===== src/rtl/answer_input_conditioner.sv =====
// Switch front end for the quiz core: synchronise, debounce and edge-detect four
// answer switches plus start, then hand one validated one-hot answer per press.
module answer_input_conditioner #(
    parameter int unsigned DB_CYCLES = 50000,
    parameter int unsigned CNT_W     = 16
) (
    input  logic       clk,
    input  logic       reset,
    input  logic [3:0] switch_raw,
    input  logic       start_raw,
    output logic [3:0] switch_lvl,
    output logic [3:0] switch_pulse,
    output logic       start_pulse,
    output logic [3:0] answer,
    output logic       answer_valid,
    input  logic       answer_ack,
    output logic       multi_err
);

    localparam int unsigned NCH = 5;
    localparam logic [CNT_W-1:0] CNT_LAST = CNT_W'(DB_CYCLES - 1);

    typedef enum logic [1:0] {
        ST_IDLE,
        ST_HELD,
        ST_RELEASE
    } state_e;

    // Channel 4 is start, channels 3..0 are the answer switches.
    logic [NCH-1:0]            raw_all;
    logic [NCH-1:0]            sync1_q, sync2_q;
    logic [NCH-1:0]            stable_q, stable_d;
    logic [NCH-1:0]            pulse_q, pulse_d;
    logic [NCH-1:0][CNT_W-1:0] cnt_q, cnt_d;

    state_e     state_q, state_d;
    logic [3:0] answer_q, answer_d;
    logic       valid_q, valid_d;
    logic       err_q, err_d;

    logic [3:0] sw_pulse;
    logic [3:0] sw_lvl;
    logic       st_pulse;

    assign raw_all = {start_raw, switch_raw};

    // NOTE: every variable written in always_comb gets a default first, so no path can infer a latch.
    always_comb begin
        stable_d = stable_q;
        cnt_d    = cnt_q;
        for (int ch = 0; ch < NCH; ch++) begin
            if (sync2_q[ch] == stable_q[ch]) begin
                cnt_d[ch] = '0;
            end else if (cnt_q[ch] == CNT_LAST) begin
                stable_d[ch] = sync2_q[ch];
                cnt_d[ch]    = '0;
            end else begin
                cnt_d[ch] = cnt_q[ch] + 1'b1;
            end
        end
        pulse_d = stable_d & ~stable_q;
    end

    // NOTE: sequential state uses non-blocking assignments so all flops update from pre-edge values.
    // NOTE: the per-channel counters are plain flops, so resetting them costs nothing and discards partial counts.
    always_ff @(posedge clk or negedge reset) begin
        if (!reset) begin
            sync1_q  <= '0;
            sync2_q  <= '0;
            stable_q <= '0;
            pulse_q  <= '0;
            cnt_q    <= '0;
        end else begin
            sync1_q  <= raw_all;
            sync2_q  <= sync1_q;
            stable_q <= stable_d;
            pulse_q  <= pulse_d;
            cnt_q    <= cnt_d;
        end
    end

    assign sw_pulse = pulse_q[3:0];
    assign st_pulse = pulse_q[4];
    assign sw_lvl   = stable_q[3:0];

    always_comb begin
        state_d  = state_q;
        answer_d = answer_q;
        valid_d  = valid_q;
        err_d    = 1'b0;
        if (st_pulse) begin
            // Start aborts any pending answer and waits for a clean release.
            valid_d = 1'b0;
            state_d = ST_RELEASE;
        end else begin
            unique case (state_q)
                ST_IDLE: begin
                    if (sw_pulse != 4'd0) begin
                        if (((sw_pulse & (sw_pulse - 4'd1)) == 4'd0) && (sw_lvl == sw_pulse)) begin
                            answer_d = sw_pulse;
                            valid_d  = 1'b1;
                            state_d  = ST_HELD;
                        end else begin
                            err_d   = 1'b1;
                            state_d = ST_RELEASE;
                        end
                    end
                end
                ST_HELD: begin
                    if (answer_ack) begin
                        valid_d = 1'b0;
                        state_d = ST_RELEASE;
                    end
                end
                ST_RELEASE: begin
                    if (sw_lvl == 4'd0) begin
                        state_d = ST_IDLE;
                    end
                end
                default: state_d = ST_IDLE;
            endcase
        end
    end

    always_ff @(posedge clk or negedge reset) begin
        if (!reset) begin
            state_q  <= ST_IDLE;
            answer_q <= '0;
            valid_q  <= 1'b0;
            err_q    <= 1'b0;
        end else begin
            state_q  <= state_d;
            answer_q <= answer_d;
            valid_q  <= valid_d;
            err_q    <= err_d;
        end
    end

    assign switch_lvl   = sw_lvl;
    assign switch_pulse = sw_pulse;
    assign start_pulse  = st_pulse;
    assign answer       = answer_q;
    assign answer_valid = valid_q;
    assign multi_err    = err_q;

endmodule


===== config.mk =====
export PLATFORM = sky130hd
export DESIGN_NAME = answer_input_conditioner
export DESIGN_NICKNAME = d
export VERILOG_FILES = /design/src/rtl/answer_input_conditioner.sv
export SDC_FILE = /design/constraint.sdc
export NUM_CORES = 1
export LEC_CHECK = 0
export CORE_ASPECT_RATIO = 1.25
export CORE_MARGIN = 3
export CORE_UTILIZATION = 50
export DETAILED_ROUTE_END_ITERATION = 12
export DONT_BUFFER_PORTS = 1
export PLACE_DENSITY_LB_ADDON = 0.1
export SYNTH_ARGS = -nofsm -noshare
export SYNTH_HDL_FRONTEND = slang
export SYNTH_SLANG_ARGS = --single-unit

===== constraint.sdc =====
create_clock -name clk -period 2.25 [get_ports clk]
set_clock_uncertainty 0.2 [all_clocks]
set_input_delay 0.1125 -clock clk [delete_from_list [all_inputs] [get_ports clk]]
set_output_delay 0.1125 -clock clk [all_outputs]
set_load 0.1 [all_outputs]

==> reports/results.ini <==
[outcome]
outcome = finished, violations left
violations = hold timing

[pwr]
p_int_mw = 2.93
power.switching_uw = 730
vdd_drop_max_v = 0.000311
p_seq_share_pct = 54.7
combPwrFrac_pct = 2.1
switching_share_pct = 20.0
p_per_area_mw_per_mm2 = 654
p_clk_share_pct = 43.3
p_leak_nw = 2.30

[place]
place.gp.congestion = 0.817
dp_hpwl_um = 6040
pre_cts_ws_ns = 0.252
io_buffer_count = 0

[synthesis]
seq_area_frac_synth_pct = 54.3
ys_async_sr_fraction_pct = 100
synth-main-ff-cell = dfrtp_1
syn_inst = 471
synth.most_common_cell = dfrtp_1
yosysTopAreaCellShare_pct = 54.3
netlist_area_mm2 = 0.00498
synth_edf_count = 0
synth_nets = 484
syn_avg_cell_area_um2 = 10.6
synth_top_cell_by_area = dfrtp_1
ys_top_cells_by_area = dfrtp_1 54%, xnor2_1 8.8%, nor2_1 5.9%
ys_types = 35
synth_seq_cells = 108
yosys-top-cells-count = 108 x dfrtp_1, 78 x nor2_1, 50 x xnor2_1, 24 x nand2_1, 23 x nand3_1
yosys_warnings = 0

[grt]
grt_max_degree = 109
grt-ovfl-total = 0
grt_pass1_wl_um = 15900
grt_pass1_vias = 3382
antenna_found_initial = 0
grt_usage_pct = 17.7

[sta]
maxSlewViolCount = 0
tns_ns = 0
postLayoutSetupSlackWorst_ns = 0.260
hold_viol = 108
rsz0062_at_grt = false
tightest_slew_ns = 0.496
period_minus_slack_ns = 1.99
finalSetupViolations = 0
holdWs_ns = -0.738
relSlewSlack_pct = 66.9
fmax_mhz = 503
finalCritPeriodShare_pct = 88.4

[cts]
holdBufCountCts = 6
ctsResizeCount = 0
cts_buffers = 9
cts-root-buf = clkbuf_16
cts.sinks = 108
cts_setup_buffers = 0
clock_latency_ns = 0.34
htree_levels = 3
path_clk_slew_ns = 0.07
cts_tree = built
cts.path.max_buffers = 2

[layout]
layout-drive-gt1-share_pct = 12.0
fin_util_pct = 57.9
nFillCells = 818
num_antenna_cells = 0
syn2layout_area_growth_pct = 12.3
fin_nets = 509

[floorplan]
initial_core_util_pct = 51.6
core.rowCount = 40
die_x_um = 95.3
dieArea_mm2 = 0.0112
fp.dieH_um = 118
io_pins = 23
core_area_mm2 = 0.00966

[routing]
num_vias = 3406
first_pass_iters = 5
wl_per_cell_um = 14.3
vias_per_cell = 5.43
drc = 0
wl_um = 8950
drt-initial-drc-count = 122
drtAntennaViolNets = 0

[job]
cap_violations = 0

[worst_hold_path]
hp-class = input port to asynchronous set/reset pin

[setup_path]
crit_required_ns = 2.31
cp.arrival_ns = 2.05
reg2reg_slack_ns = 0.26
start_kind = flip-flop
critPathMaxFanout = 6
critPathKind = flip-flop to flip-flop
worstSetupEndpointType = flip-flop

[flip-flops by register name (all words and copies together), names as in the netlist]
signal / flops
multi_err: 1
sync2_q: 5
stable_q: 5
pulse_q: 5
sync1_q: 5
answer: 4
answer_valid: 1
cnt_q: 80
state_q: 2
[power by group through the flow]
stage                     Clock, mW  Combinational (mW)  Sequential [mW]
final                          1.58              0.0755             2.00
after detailed placement          0              0.0683             2.03
after floorplan                   0              0.0537             2.03
after global placement            0              0.0672             2.03
after global routing           1.73              0.0865             2.00
after CTS                      1.63              0.0772             2.00
[area by class of cell]
cell class | instances | area [um^2] | area share [%]
clock buffers | 12 | 256 | 4.59
clock inverters | 4 | 47.5 | 0.850
inverters | 12 | 45.0 | 0.806
multi-input cells | 342 | 2190 | 39.2
flip-flops and latches | 108 | 2710 | 48.4
well taps | 126 | 158 | 2.82
repair buffers | 23 | 188 | 3.36
[kinds of logic after synthesis]
logic type | synth area share [%]
buffers and inverters | 1.88
multiplexers | 2.04
flip-flops | 54.3
AO/OA/AOI/OAI | 3.37
AND/OR/NAND/NOR | 25.4
XOR/XNOR | 11.8
adder cells (fa/ha/maj) | 1.26
[layout by cell type (no fill, tap or decap), drive strengths merged]
cell	count
ha	5
and4b	1
xnor2	50
inv	12
clkbuf	12
nor4	18
buf	17
clkinv	2
or4	5
a211o	1
or2	1
nor3b	6
nand2b	2
a41oi	2
a211oi	2
or3	10
xor2	17
nor2	78
o22ai	1
nor2b	2
nand4	17
o21ai	9
and4bb	3
nor4b	8
nand3	28
mux2	9
a21oi	12
bufinv	1
nand2	24
nor3	13
clkinvlp	1
nor4bb	5
o31ai	2
dfrtp	108
dlygate4sd3	6
and3	11
[worst max-delay path: stages, from the launching register on]
cell and delay [ns]:
dfrtp_1 0.44, nand3_2 0.16, or4_4 0.58, or3_1 0.37, a21oi_1 0.16
[path summary, 6_finish.rpt]
check                      cells past startpoint                   end                  from
max in group asynchronous                      0   cnt_q[29]$_DFF_PN0_                 reset
setup / recovery                               4   cnt_q[79]$_DFF_PN0_   cnt_q[69]$_DFF_PN0_
min in group clk                               1  sync1_q[4]$_DFF_PN0_             start_raw
hold reg to reg                                0  sync2_q[0]$_DFF_PN0_  sync1_q[0]$_DFF_PN0_
hold / removal                                 0   cnt_q[27]$_DFF_PN0_                 reset
setup reg to reg                               4   cnt_q[79]$_DFF_PN0_   cnt_q[69]$_DFF_PN0_
[routing by layer]
metal | track usage (%) | up-vias | routed length, um
li1 | - | 1705 | -
met1 | 23.4 | 1641 | 4060
met2 | 27.6 | 45 | 4360
met3 | 3.71 | 15 | 309
met4 | 8.30 | 0 | 208
met5 | 0 | - | 0
[stage by stage]
step / power, mW / area [um^2] / instances / hold slack, ns
floorplan: 2.08 / 4990 / 471 / -0.383
global placement: 2.10 / 5230 / 605 / -0.380
detailed placement: 2.10 / 5230 / 605 / -0.379
CTS: 3.71 / 5590 / 627 / -0.754
global route: 3.82 / 5590 / 627 / -0.763
finish: 3.66 / 5590 / 627 / -0.738
Note: power is estimated with default switching activity, not from simulation.
